--- src/rtl/dcache_pkg.sv ---
// ---------------------------------------------------------------------------
// dcache_pkg
// Shared definitions for the direct-mapped write-through data cache
// controller:
//   - address field widths and a helper that derives the tag width from
//     the index width
//   - controller state constants (3-bit encoding) and the state type
//   - a packed view of a byte address at the default geometry
// Optional feature macro used by the slice: DCACHE_STATS_EN (hit/miss
// counters in dcache_stats, instantiated by dcache_ctrl).
// ---------------------------------------------------------------------------
package dcache_pkg;

    localparam int ADDR_BITS   = 32;
    localparam int OFFSET_W    = 2;
    localparam int DEF_INDEX_W = 4;

    // Everything above the word offset and the line index is tag.
    function automatic int tag_w(input int index_w);
        return ADDR_BITS - index_w - OFFSET_W;
    endfunction

    function automatic int index_w(input int address_width);
        return address_width;
    endfunction

    localparam int DEF_TAG_W = tag_w(DEF_INDEX_W);

    localparam int STATE_W = 3;
    typedef logic [STATE_W-1:0] state_t;

    localparam logic [2:0] ST_INIT   = 3'd0;
    localparam logic [2:0] ST_IDLE   = 3'd1;
    localparam logic [2:0] ST_LOOKUP = 3'd2;
    localparam logic [2:0] ST_MEM_RD = 3'd3;
    localparam logic [2:0] ST_MEM_WR = 3'd4;

    // Byte address split at the default geometry (16 lines).
    typedef struct packed {
        logic [DEF_TAG_W-1:0]   tag;
        logic [DEF_INDEX_W-1:0] index;
        logic [OFFSET_W-1:0]    offset;
    } addr_fields_t;

endpackage

--- src/rtl/dcache_stats.sv ---
// ---------------------------------------------------------------------------
// dcache_stats
// Saturating read hit / read miss counters. Only instantiated when the
// DCACHE_STATS_EN macro is defined.
// Ports:
//   iCLK, iRST_N        clock, asynchronous active-low reset
//   iHit, iMiss         one-cycle pulses, one per read lookup outcome
//   oHitCnt, oMissCnt   32-bit counts, stick at 2**32-1
// ---------------------------------------------------------------------------
module dcache_stats (
    input  logic        iCLK,
    input  logic        iRST_N,
    input  logic        iHit,
    input  logic        iMiss,
    output logic [31:0] oHitCnt,
    output logic [31:0] oMissCnt
);

    always_ff @(posedge iCLK or negedge iRST_N) begin
        if (!iRST_N) begin
            oHitCnt  <= '0;
            oMissCnt <= '0;
        end else begin
            if (iHit && !(&oHitCnt))
                oHitCnt <= oHitCnt + 32'd1;
            if (iMiss && !(&oMissCnt))
                oMissCnt <= oMissCnt + 32'd1;
        end
    end

endmodule

--- src/rtl/dcache_ctrl.sv ---
// ---------------------------------------------------------------------------
// dcache_ctrl
// Controller for a direct-mapped, write-through, no-write-allocate data
// cache. The tag/valid/data array lives outside this block; its read port
// is registered (data for oIndex arrives one cycle later) and its write
// port writes oFill* at oIndex when oFillWe is high.
//
// Handshakes: the CPU raises iReq and holds iReq/iAddr/iWe/iWData stable
// while oStall is high; the transfer completes in the cycle oDone pulses.
// Toward memory, oMemReq and its address/data stay stable until the cycle
// iMemAck is high, which completes the transfer (ack may come in the very
// first request cycle).
//
// Ports:
//   iCLK, iRST_N                  clock, asynchronous active-low reset
//   iReq iWe iAddr iWData         CPU request
//   oStall oDone oRData           CPU response (oRData is 0 unless oDone)
//   oIndex iTag iV iData          array read port
//   oFillWe oFillV oFillTag oFillData   array write port (at oIndex)
//   oMemReq oMemWe oMemAddr oMemWData iMemAck iMemRData   memory port
//   oHitCnt oMissCnt              only with DCACHE_STATS_EN defined
//   oDbgState                     current controller state
// ---------------------------------------------------------------------------
module dcache_ctrl
    import dcache_pkg::*;
#(
    parameter  int ADDRESS_WIDTH = 4,
    parameter  int DATA_WIDTH    = 32,
    localparam int TAG_W         = tag_w(ADDRESS_WIDTH),
    localparam int IDX_W         = index_w(ADDRESS_WIDTH)
) (
    input  logic                  iCLK,
    input  logic                  iRST_N,
    // CPU side
    input  logic                  iReq,
    input  logic                  iWe,
    input  logic [31:0]           iAddr,
    input  logic [DATA_WIDTH-1:0] iWData,
    output logic                  oStall,
    output logic                  oDone,
    output logic [DATA_WIDTH-1:0] oRData,
    // array read
    output logic [IDX_W-1:0]      oIndex,
    input  logic [TAG_W-1:0]      iTag,
    input  logic                  iV,
    input  logic [DATA_WIDTH-1:0] iData,
    // array write
    output logic                  oFillWe,
    output logic                  oFillV,
    output logic [TAG_W-1:0]      oFillTag,
    output logic [DATA_WIDTH-1:0] oFillData,
    // memory side
    output logic                  oMemReq,
    output logic                  oMemWe,
    output logic [31:0]           oMemAddr,
    output logic [DATA_WIDTH-1:0] oMemWData,
    input  logic                  iMemAck,
    input  logic [DATA_WIDTH-1:0] iMemRData,
`ifdef DCACHE_STATS_EN
    output logic [31:0]           oHitCnt,
    output logic [31:0]           oMissCnt,
`endif
    output logic [STATE_W-1:0]    oDbgState
);

    state_t                state;
    logic [IDX_W-1:0]      sweep_idx;
    logic [31:0]           lat_addr;
    logic                  lat_we;
    logic [DATA_WIDTH-1:0] lat_wdata;
    logic                  lat_hit;   // lookup outcome, kept for write-hit update

    logic [TAG_W-1:0]      lat_tag;
    logic [IDX_W-1:0]      lat_idx;
    logic [31:0]           mem_addr;
    logic                  hit;

    assign lat_tag  = lat_addr[31:ADDRESS_WIDTH+2];
    assign lat_idx  = lat_addr[ADDRESS_WIDTH+1:2];
    // Memory is word addressed; the byte offset is always cleared.
    assign mem_addr = lat_addr & 32'hFFFF_FFFC;
    // Only meaningful in LOOKUP, when the array output belongs to lat_idx.
    assign hit      = iV && (iTag == lat_tag);

    assign oDbgState = state;

    always_ff @(posedge iCLK or negedge iRST_N) begin
        if (!iRST_N) begin
            state     <= ST_INIT;
            sweep_idx <= '0;
            lat_addr  <= '0;
            lat_we    <= 1'b0;
            lat_wdata <= '0;
            lat_hit   <= 1'b0;
        end else begin
            case (state)
                ST_INIT: begin
                    sweep_idx <= sweep_idx + 1'b1;
                    if (&sweep_idx)
                        state <= ST_IDLE;
                end
                ST_IDLE: begin
                    if (iReq) begin
                        lat_addr  <= iAddr;
                        lat_we    <= iWe;
                        lat_wdata <= iWData;
                        state     <= ST_LOOKUP;
                    end
                end
                ST_LOOKUP: begin
                    lat_hit <= hit;
                    if (lat_we)
                        state <= ST_MEM_WR;
                    else if (hit)
                        state <= ST_IDLE;
                    else
                        state <= ST_MEM_RD;
                end
                ST_MEM_RD: if (iMemAck) state <= ST_IDLE;
                ST_MEM_WR: if (iMemAck) state <= ST_IDLE;
                default:   state <= ST_INIT;
            endcase
        end
    end

    always_comb begin
        oIndex    = lat_idx;
        oFillWe   = 1'b0;
        oFillV    = 1'b0;
        oFillTag  = lat_tag;
        oFillData = '0;
        oMemReq   = 1'b0;
        oMemWe    = 1'b0;
        oMemAddr  = '0;
        oMemWData = '0;
        oDone     = 1'b0;
        oRData    = '0;
        case (state)
            ST_INIT: begin
                oIndex   = sweep_idx;
                oFillWe  = 1'b1;
                oFillTag = '0;
            end
            // The array read is launched here so the line is ready in LOOKUP.
            ST_IDLE: oIndex = iAddr[ADDRESS_WIDTH+1:2];
            ST_LOOKUP: begin
                if (!lat_we && hit) begin
                    oDone  = 1'b1;
                    oRData = iData;
                end
            end
            ST_MEM_RD: begin
                oMemReq  = 1'b1;
                oMemAddr = mem_addr;
                if (iMemAck) begin
                    oFillWe   = 1'b1;
                    oFillV    = 1'b1;
                    oFillData = iMemRData;
                    oDone     = 1'b1;
                    oRData    = iMemRData;
                end
            end
            ST_MEM_WR: begin
                oMemReq   = 1'b1;
                oMemWe    = 1'b1;
                oMemAddr  = mem_addr;
                oMemWData = lat_wdata;
                if (iMemAck) begin
                    oDone = 1'b1;
                    // No write-allocate: only an already-present line is updated.
                    if (lat_hit) begin
                        oFillWe   = 1'b1;
                        oFillV    = 1'b1;
                        oFillData = lat_wdata;
                    end
                end
            end
            default: ;
        endcase
    end

    assign oStall = (state == ST_INIT) || (iReq && !oDone);

`ifdef DCACHE_STATS_EN
    dcache_stats u_stats (
        .iCLK     (iCLK),
        .iRST_N   (iRST_N),
        .iHit     ((state == ST_LOOKUP) && !lat_we && hit),
        .iMiss    ((state == ST_LOOKUP) && !lat_we && !hit),
        .oHitCnt  (oHitCnt),
        .oMissCnt (oMissCnt)
    );
`endif

endmodule

--- config.mk ---
export PLATFORM = sky130hd
export DESIGN_NAME = dcache_ctrl
export DESIGN_NICKNAME = d
export VERILOG_FILES = /design/src/rtl/dcache_pkg.sv /design/src/rtl/dcache_stats.sv /design/src/rtl/dcache_ctrl.sv
export SDC_FILE = /design/constraint.sdc
export NUM_CORES = 1
export LEC_CHECK = 0
export CAP_MARGIN = 20
export CORE_AREA = 2 2 126 128
export DETAILED_ROUTE_END_ITERATION = 6
export DIE_AREA = 0 0 128 130
export GPL_TIMING_DRIVEN = 0
export PLACE_DENSITY_LB_ADDON = 0.1
export SYNTH_ARGS = -nofsm -noshare
export SYNTH_HDL_FRONTEND = slang
export SYNTH_SLANG_ARGS = --single-unit
export TNS_END_PERCENT = 20
--- constraint.sdc ---
create_clock -name iCLK -period 2.8 [get_ports iCLK]
set_input_delay 0.56 -clock iCLK [delete_from_list [all_inputs] [get_ports iCLK]]
set_output_delay 0.56 -clock iCLK [all_outputs]
set_load 0.01 [all_outputs]
# --- Word-level counts from Yosys, hierarchy flattened ---
# Index checks and enable logic that the tools add are counted.
op_classes:
  n_addsub: 1
  n_eq_ne: 8
  mux: 25
  reduce_logical: 11
op_table:
  columns: ["cell", "count"]
  rows:
  - ["2-to-1 mux 32 bit", 6]
  - ["case mux 32 bit (2 select lines)", 2]
  - ["== test 26 bit", 1]
  - ["2-to-1 mux 26 bit", 1]
  - ["2-to-1 mux 3 bit", 4]
  - ["case mux 3 bit (4 select lines)", 1]
  - ["case mux 4 bit (2 select lines)", 1]
  - ["== test 3 x 2 -> 1 bit (second input constant)", 2]
  - ["2-to-1 mux 1 bit", 6]
  - ["adder 4 x 1 -> 4 bit (second input constant)", 1]
  - ["!= test 2 bit (second input constant)", 2]
  - ["case mux 1 bit (2 select lines)", 2]
  - ["AND reduction 4 bit", 1]
  - ["== test 3 x 1 -> 1 bit (second input constant)", 1]
  - ["== test 3 bit (second input constant)", 1]
  - ["logical AND 1 bit", 3]
  - ["zero test 3 bit", 1]
  - ["case mux 1 bit (3 select lines)", 1]
  - ["AND reduction 3 bit", 1]
  - ["zero test 1 bit", 2]
  - ["2-to-1 mux 2 bit", 1]
  - ["!= test 2 x 1 -> 1 bit (second input constant)", 1]
  - ["AND reduction 2 bit", 1]
  - ["OR reduction 2 bit", 1]
  - ["logical OR 1 bit", 1]
word_totals:
  regBits: 73
  in_bits: 160
  output_inout_bits: 167
  elab_cells: 51

# --- Logic depth before layout (Yosys ltp) ---
# Gate-level depths: netlist of the first run.
logic_depth:
  word_depth: 8
  depth_mapped: 6
  mapped_depth_nobuf: 5

# --- Worst setup path before layout of the first run ---
# No wires, ideal clock.
synth_path:
  path_kind: "in2out"
  start: "input iTag[20]"
  end: "output oRData[0]"
  arrival_ns: 1.986
  t_required_ns: 2.240
  slack_ns: 0.254
  cell_stages: 6
  n_path_buf: 1
  cell_sequence: "xnor2_1 nand4_1 or4_4 nor3_4 buf_6 a22o_1"
synth_via:
  elab_chain_cells: 5
synth_rtl:
  columns: ["element", "line", "source"]
  rows:
  - ["start: declaration", "dcache_ctrl.sv:44", "input logic [TAG_W-1:0] iTag,"]
  - ["== test 26 bit", "dcache_ctrl.sv:83", "assign hit = iV && (iTag == lat_tag);"]
  - ["logical AND 1 bit", "dcache_ctrl.sv:83", null]
  - ["logical AND 1 bit", "dcache_ctrl.sv:147", "if (!lat_we && hit) begin"]
  - ["2-to-1 mux 32 bit", "dcache_ctrl.sv:147", null]
  - ["case mux 32 bit (2 select lines)", "dcache_ctrl.sv:138", "case (state)"]
  - ["end: declaration", "dcache_ctrl.sv:41", "output logic [DATA_WIDTH-1:0] oRData,"]
# Every way passes these cells.

# --- Worst setup path in the final report of the first run ---
layout_path:
  start: "input iTag[24]"
  end: "output oRData[17]"
# The elaborated chain is that of the path after synthesis.

==> results of run 1 <==
-- how the worst max path moves through the flow --
stage	depth (start not counted)	from	slack [ns]	to
after detailed placement	8	iTag[7]	-1.16	oRData[31]
after global routing	9	lat_addr[16]	-0.32	oRData[24]
after global placement	1	iRST_N	-1.58	lat_wdata[23]
after floorplan	6	iTag[20]	0.25	oRData[0]
final	10	iTag[24]	-0.24	oRData[17]
after CTS	9	lat_addr[15]	-0.32	oRData[30]
-- power groups by stage --
stage,Sequential (mW),Combinational (mW),Clock [mW]
after floorplan,1.89,2.03,0
after global placement,2.06,3.88,0
after detailed placement,2.09,3.92,0
after CTS,2.10,3.97,1.19
after global routing,2.18,4.24,1.25
final,2.09,3.93,1.16
-- cell type report --
cell class / instances / area, µm²
repair buffers: 335 / 3300
well taps: 192 / 240
clock buffers: 11 / 253
clock inverters: 4 / 45.0
plain buffers: 33 / 284
diodes: 1 / 2.50
fillers: 1389 / 7010
inverters: 1 / 3.75
multi-input cells: 307 / 2510
flip-flops and latches: 71 / 1780
-- critical path, stage by stage --
cell	delay, ns
dlygate4sd2_1	0.24
xnor2_1	0.16
nand4_1	0.15
or4_4	0.54
nor3_4	0.16
buf_12	0.15
buf_12	0.12
clkbuf_16	0.14
a22o_1	0.12
buf_4	0.13
-- flip-flops by register name, summed over array words and instances (netlist names) --
register and count:
lat_wdata 32, oDbgState 3, sweep_idx 4, lat_hit 1, lat_we 1, lat_addr 30
-- layout by cell type, fill, tap and decap left out, types with 7 or more instances in the layout --
master           instances
clkdlybuf4s50_1        239
clkbuf_8                 7
a22o_1                  63
clkbuf_16               10
mux2_2                  64
dlymetal6s2s_1           7
buf_6                   11
buf_4                   16
and2_1                  62
dfrtp_1                 67
nand2_1                 10
nor2b_1                 27
buf_2                   30
xor2_1                  12
dlygate4sd2_1           35
xnor2_1                 17
-- routing by layer --
layer	up-vias	GRT usage
met2	226	0.387
met4	0	0.0750
li1	2162	-
met1	2187	0.252
met3	35	0.0656
met5	-	0
-- cells by family (layout without fill, tap and decap cells) --
family,Yosys count,in the layout,share of synthesized area
AOI/OAI and AO/OA,79,79,0.148
buffers and inverters,35,384,0.0395
DFF,71,71,0.404
adders and majority gates,1,1,0.00284
xor gates and xnor gates,29,29,0.0577
and+or+nand+nor,129,129,0.177
other,1,3,0.000852
muxes,67,67,0.171
-- timing repair --
action,CTS,global route
gates cloned,2,1
pin swaps,18,18
setup buffers,9,1
resized for setup,249,26
endpoints found under the setup margin,162,104
==> results_dict.tcl, run 1 <==
set metrics [dict create \
    hpwl_um 14900 \
    core_area_mm2 0.0154 \
    hold_ws_ns 0.157 \
    postSynthCellCount 412 \
    via_per_inst 4.83 \
    end_kind "output port" \
    synthTopCellsByArea "dfrtp_1 (40%), mux2_2 (16%), a22o_1 (13%), and2_1 (8.8%), nor2b_1 (3.8%)" \
    critical_path.max_fanout 5 \
    wl_um 18800 \
    drv_slew 0 \
    slew_headroom 0.424 \
    outcome "finished, violations left" \
    r2r_slack_ns 0.41 \
    die_y_um 130 \
    criticalPathCategory "in2out" \
    p_total_mw 7.18 \
    worst_setup_path_start_kind "input port" \
    grt_pass1_wl_um 27500 \
    switching_share 0.357 \
    num_rows 46 \
    area_growth_pct 91.1 \
    synth_top_cell_by_area "dfrtp_1" \
    yosysUniqueCellTypes 37 \
    initial_utilization 0.285 \
    gp_congestion 0.809 \
    antenna_found_initial 1 \
    period_minus_slack_ns 3.04 \
    violations "setup timing" \
    postRouteAntennaNets 0 \
    comb_power_share 0.547 \
    layout.cells.non_filler 955 \
    die_w_um 128 \
    dieArea_mm2 0.0166 \
    fin_ws_ns -0.244 \
    r2r_cells 4 \
    postLayoutCoreUtil 0.545 \
    place_area_mm2 0.00789 \
    cts.path.max_buffers 2 \
    drt_iter0_drc 140 \
    fin_crit_sh 1.09 \
    skew_ns 0.00455 \
    met2_length_um 9480 \
    ctsRootBufferMaster "clkbuf_16" \
    yosysMostFrequentCell "dfrtp_1" \
    critical_path_arrival_ns 2.48 \
    m1WireLength_um 7340 \
    top_level_ports 327 \
    seqPwrFrac 0.291 \
    yosysSeqAreaShare 0.404 \
    reg2reg_to "lat_addr[14]" \
    finalHoldViolCount 0 \
    dr_wl_met3_um 1520 \
    clk-insertion-delay-late_ns 0.33 \
    grt_max_degree 43 \
    timing.fmax_ghz 0.328 \
    fin_nets 919 \
    crit_required_ns 2.24 \
    setup_viol 42 \
    power_per_cell_area_mw_per_mm2 853 \
    async_reset_ff_frac 1.00 \
    routed.top_layer "met4" \
    worst_pin_slew_ns 0.860 \
    setup-tns-final_ns -6.49 \
    tritoncts "built" \
    port_buffers 322 \
    track_usage 0.218 \
    firstDrtPassIters 4 \
    netlist_top_cells_count "dfrtp_1 (71), a22o_1 (64), mux2_2 (64)" \
    final_area_mm2 0.00841 \
    clkPwrFrac 0.162 \
    clock_sinks 71 \
    dp_slack_ns -1.16 \
    h-tree-depth 3 \
    yosys_warnings 0 \
    holdBufCountCts 0 \
    vias 4610 \
    synth.cell_area_mm2 0.00440 \
    timing.rr.start "oDbgState[1]" \
    clk_pin_slew_ns 0.06 \
    synth-main-ff-cell "dfrtp_1" \
    ys_ff_latch 71 \
    vdd.ir_drop.worst_uv 538 \
    cap_violations 0 \
    cts_made_buffers 9 \
    grt_pass1_vias 4629 \
    wl_per_cell_um 19.7 \
    synth-edff-count 0 \
    internal_power_mw 4.62 \
    drc 0 \
    grt_overflow 0 \
    p_leak_nw 3.68 \
    p_sw_mw 2.56 \
    synth_top_area_frac 0.404 \
    synth_area_per_cell_um2 10.7 \
    rsz0062_at_grt "true" \
    hold_class "in2async" \
    place_inst 928 \
    drive_above_1_share 0.232 \
]
Power figures use the tool's default switching activity.
==> inputs of run 2 (changes only) <==
Settings changed: GPL_TIMING_DRIVEN 0 to default.
==> results_dict.tcl, run 2 (synthesized netlist as in run 1, its figures left out) <==
set metrics [dict create \
    vias 4582 \
    period_minus_slack_ns 3.09 \
    critical_path_arrival_ns 2.53 \
    layout.cells.non_filler 957 \
    timing.fmax_ghz 0.323 \
    power_per_cell_area_mw_per_mm2 851 \
    slew_headroom 0.368 \
    ctsRootBufferMaster "clkbuf_16" \
    vdd.ir_drop.worst_uv 529 \
    largestRegisters "lat_wdata (32), lat_addr (30), sweep_idx (4)" \
    antenna_found_initial 1 \
    clock_sinks 71 \
    track_usage 0.215 \
    place_area_mm2 0.00807 \
    fin_nets 920 \
    h-tree-depth 3 \
    cts_made_buffers 9 \
    cap_violations 0 \
    dieArea_mm2 0.0166 \
    clk_pin_slew_ns 0.06 \
    end_kind "output port" \
    cp_slowest_cell "or4_4" \
    postRouteAntennaNets 0 \
    die_y_um 130 \
    firstDrtPassIters 4 \
    crit_family "simple AND/OR/NAND/NOR gates" \
    wl_um 18600 \
    seqCellArea_mm2 0.00178 \
    drc 0 \
    r2r_cells 6 \
    via_per_inst 4.79 \
    port_buffers 322 \
    worst_pin_slew_ns 0.948 \
    criticalPathCategory "in2out" \
    timing.rr.start "lat_addr[13]" \
    multiInputGateArea_mm2 0.00256 \
    cp_common_cell "buf_12" \
    largest_register "lat_wdata" \
    tritoncts "built" \
    p_leak_nw 4.19 \
    finalHoldViolCount 0 \
    grt_pass1_wl_um 27200 \
    fin_crit_sh 1.10 \
    skew_ns 0.00720 \
    layout_commonest_cell "clkdlybuf4s50_1" \
    drt_iter0_drc 139 \
    num_rows 46 \
    reg2reg_to "oDbgState[1]" \
    grt_max_degree 72 \
    critical_path.max_fanout 5 \
    largest_reg_flops 32 \
    postLayoutCoreUtil 0.554 \
    die_w_um 128 \
    worst_setup_path_start_kind "input port" \
    violations "setup timing" \
    drive_above_1_share 0.236 \
    wl_per_cell_um 19.4 \
    holdBufCountCts 0 \
    fin_ws_ns -0.292 \
    crit_required_ns 2.24 \
    path_cells "dlygate4sd2_1 > xnor2_1 > nand4_1 > or4_4 > nor3_4 > buf_12 > buf_8 > buf_12 > a22o_1 > buf_2" \
    fillers 1391 \
    rsz0062_at_grt "true" \
    grt_overflow 0 \
    outcome "finished, violations left" \
    hold_class "in2async" \
    place_inst 931 \
    core_area_mm2 0.0154 \
    final_area_mm2 0.00854 \
    cts.path.max_buffers 2 \
    gp_congestion 0.836 \
    r2r_slack_ns 0.67 \
    drv_slew 0 \
    hpwl_um 13800 \
    layout_common_cells "clkdlybuf4s50_1 (206), dfrtp_1 (70), mux2_2 (64), a22o_1 (62), and2_1 (62)" \
    top_level_ports 327 \
    grt_pass1_vias 4721 \
    crit_buf_inv 5 \
    setup_viol 37 \
    initial_utilization 0.285 \
    area_growth_pct 94.1 \
    hold_ws_ns 0.343 \
    clk-insertion-delay-late_ns 0.34 \
    critPathMaxStageDelay_ns 0.58 \
]
-- run 2: changes by cell type in the layout (fill, tap and decap cells not counted), sizes merged --
cell and change:
buf +16, clkbuf -16, clkdlybuf4s15 -2, clkdlybuf4s50 -33, clkinv +1, clkinvlp +1
dlygate4sd2 +11, dlymetal6s2s +24
-- run 2: power by group --
part | switching (mW) | internal [mW]
sequential | 0.424 | 1.56
clock | 0.444 | 0.687
combinational | 1.71 | 2.46
-- run 2: layer usage --
metal | vias up | track usage | routed length (µm)
met1 | 2167 | 0.258 | 7420
met4 | 0 | 0.0853 | 517
met2 | 224 | 0.368 | 9200
met5 | - | 0 | 0
li1 | 2161 | - | -
met3 | 30 | 0.0595 | 1450
-- run 2: area by class of cell --
type	instances	share of cell area
diodes	1	0.000293
clock buffers	10	0.0268
clock inverters	6	0.00718
inverters	1	0.000439
multi-input cells	307	0.299
flip-flops and latches	71	0.208
well taps	192	0.0281
repair buffers	369	0.430
-- run 2: what timing repair did --
action | in CTS | in global routing
pin swaps | 29 | 4
buffers inserted | 4 | 0
setup endpoints to repair | 136 | 100
cloned | 5 | 0
gates resized for setup | 221 | 36
-- run 2: how the worst max path moves through the flow --
stage | start | to | slack (ns) | depth (start not counted)
finish | iTag[23] | oRData[0] | -0.29 | 10
global route | lat_addr[25] | oRData[0] | -0.38 | 9
CTS | lat_addr[13] | oRData[0] | -0.28 | 9
detailed placement | iTag[5] | oRData[19] | -0.88 | 9
global placement | iTag[5] | oRData[22] | -0.88 | 9
floorplan | iTag[20] | oRData[0] | 0.25 | 6
-- run 2: through the flow --
step | setup slack (ns) | TNS, ns | power [mW]
2_1_floorplan | 0.254 | 0 | 3.93
3_3_place_gp | -0.884 | -33.75 | 6.19
3_5_place_dp | -0.877 | -33.11 | 6.26
4_1_cts | -0.283 | -8.34 | 7.41
5_1_grt | -0.384 | -12.25 | 7.78
6_report | -0.292 | -8.07 | 7.27
-- run 2: worst register-to-register path: stages, from the launching register on --
cell and delay [ns]:
dfrtp_2 0.45, xnor2_2 0.16, nand4_1 0.13, or4_4 0.57, buf_4 0.16, o21ba_2 0.19
or3_1 0.34
==> inputs of run 3 (changes only) <==
Settings changed: ABC_CLOCK_PERIOD_IN_PS from default to 2800, CORE_AREA 2 2 126 128 to 5 5 125 127, DIE_AREA 0 0 128 130 to 0 0 130 132.
==> results_dict.tcl, run 3 (synthesized netlist as in run 1, its figures left out) <==
set metrics [dict create \
    power_per_cell_area_mw_per_mm2 862 \
    period_minus_slack_ns 3.02 \
    clk-insertion-delay-late_ns 0.34 \
    largest_register "lat_wdata" \
    clk_pin_slew_ns 0.06 \
    grt_use_met3 0.0855 \
    layout_commonest_cell "clkdlybuf4s50_1" \
    drv_slew 0 \
    end_kind "output port" \
    fillers 1244 \
    grt_busiest_layer "met2" \
    timing.fmax_ghz 0.331 \
    num_rows 44 \
    die_w_um 130 \
    track_usage 0.227 \
    crit_family "simple AND/OR/NAND/NOR gates" \
    hold_class "in2async" \
    top_level_ports 327 \
    core_area_mm2 0.0143 \
    grt_pass1_wl_um 29800 \
    multiInputGateArea_mm2 0.00255 \
    hpwl_um 15600 \
    cts_made_buffers 9 \
    clock_sinks 71 \
    cp_slowest_cell "or4_4" \
    criticalPathCategory "in2out" \
    p_leak_nw 4.42 \
    worst_setup_path_start_kind "input port" \
    fin_nets 926 \
    tritoncts "built" \
    grt_max_degree 72 \
    wl_per_cell_um 20.9 \
    wl_um 19900 \
    crit_buf_inv 5 \
    seqCellArea_mm2 0.00178 \
    drt_iter0_drc 145 \
    ctsRootBufferMaster "clkbuf_16" \
    h-tree-depth 3 \
    cp_common_cell "buf_6" \
    cap_violations 0 \
    worst_pin_slew_ns 0.938 \
    critical_path.max_fanout 6 \
    via_per_inst 4.94 \
    grt_util_met2 0.381 \
    violations "setup timing" \
    cts.path.max_buffers 2 \
    area_growth_pct 95.4 \
    drc 0 \
    startpoint "iTag[22]" \
    layout_common_cells "clkdlybuf4s50_1 (209), dfrtp_1 (71), a22o_1 (64), mux2_2 (64), and2_1 (62)" \
    vias 4724 \
    critical_path_arrival_ns 2.46 \
    outcome "finished, violations left" \
    critPathMaxStageDelay_ns 0.55 \
    grt_overflow 0 \
    fin_crit_sh 1.08 \
    port_buffers 322 \
    use_met1 0.262 \
    postRouteAntennaNets 0 \
    firstDrtPassIters 4 \
    crit_required_ns 2.24 \
    gp_congestion 0.907 \
    vdd.ir_drop.worst_uv 632 \
    antenna_found_initial 1 \
    timing.rr.start "lat_addr[28]" \
    holdBufCountCts 0 \
    rsz0062_at_grt "true" \
    slew_headroom 0.375 \
    fin_ws_ns -0.223 \
    initial_utilization 0.308 \
    setup_viol 37 \
    path_cells "dlygate4sd2_1 > xnor2_1 > nand4_1 > or4_4 > nor3_4 > buf_6 > buf_12 > buf_16 > a22o_1 > buf_6" \
    postLayoutCoreUtil 0.601 \
    finalHoldViolCount 0 \
    largest_reg_flops 32 \
    grt_pass1_vias 5022 \
    die_y_um 132 \
    drive_above_1_share 0.240 \
    p_total_mw 7.41 \
    dieArea_mm2 0.0172 \
    largestRegisters "lat_wdata (32), lat_addr (30), sweep_idx (4)" \
    skew_ns 0.00642 \
]
## run 3: cell count changes in the layout (fill, tap and decap cells not counted), moves of 3 or more
| cell | previous run | this run |
|---|---|---|
| buf_6 | 5 | 9 |
| clkdlybuf4s50_1 | 206 | 209 |
| dlymetal6s2s_1 | 31 | 49 |
| buf_16 | 5 | 2 |
| buf_4 | 32 | 36 |
| dlygate4sd2_1 | 46 | 27 |
## run 3: path summary, 6_finish.rpt
path                       cells after the start             to  slack (ns)
setup / recovery                              10     oRData[31]       -0.22
hold / removal                                 1   lat_addr[14]        0.36
setup reg to reg                               6   oDbgState[1]        0.69
hold reg to reg                                1   sweep_idx[2]        0.50
max in group asynchronous                      1  lat_wdata[11]        1.82
min in group iCLK                              1   sweep_idx[2]        0.50
## run 3: routing by layer
metal,vias to the layer above,part of all wire
met4,0,0.031
met5,-,0
li1,2183,-
met3,38,0.098
met2,231,0.49
met1,2272,0.38
## run 3: cell type report
class                   instances  share of cell area
repair buffers                375               0.434
multi-input cells             307               0.296
flip-flops and latches         71               0.207
clock buffers                  10              0.0278
well taps                     184              0.0268
clock inverters                 6             0.00800
diodes                          2            0.000582
inverters                       1            0.000436
## run 3: repair_timing
action,CTS,global route
gates resized for setup,191,64
pin swaps,33,8
setup endpoints to repair,108,110
gates cloned,4,0
setup buffers,6,0
## run 3: through the flow
step	area [µm²]	worst slack [ns]	std cells	hold slack, ns	setup TNS [ns]
finish	8600	-0.223	956	0.356	-5.37
global route	8600	-0.321	955	0.434	-10.09
CTS	8450	-0.238	956	0.396	-10.19
detailed placement	8110	-0.881	930	0.489	-30.18
global placement	8110	-0.848	930	0.479	-29.05
floorplan	4410	0.254	413	0.264	0
## run 3: power by group
part / leakage, nW / switching (mW) / internal, mW
clock network: 0.149 / 0.467 / 0.719
logic: 3.43 / 1.75 / 2.48
registers: 0.840 / 0.442 / 1.55
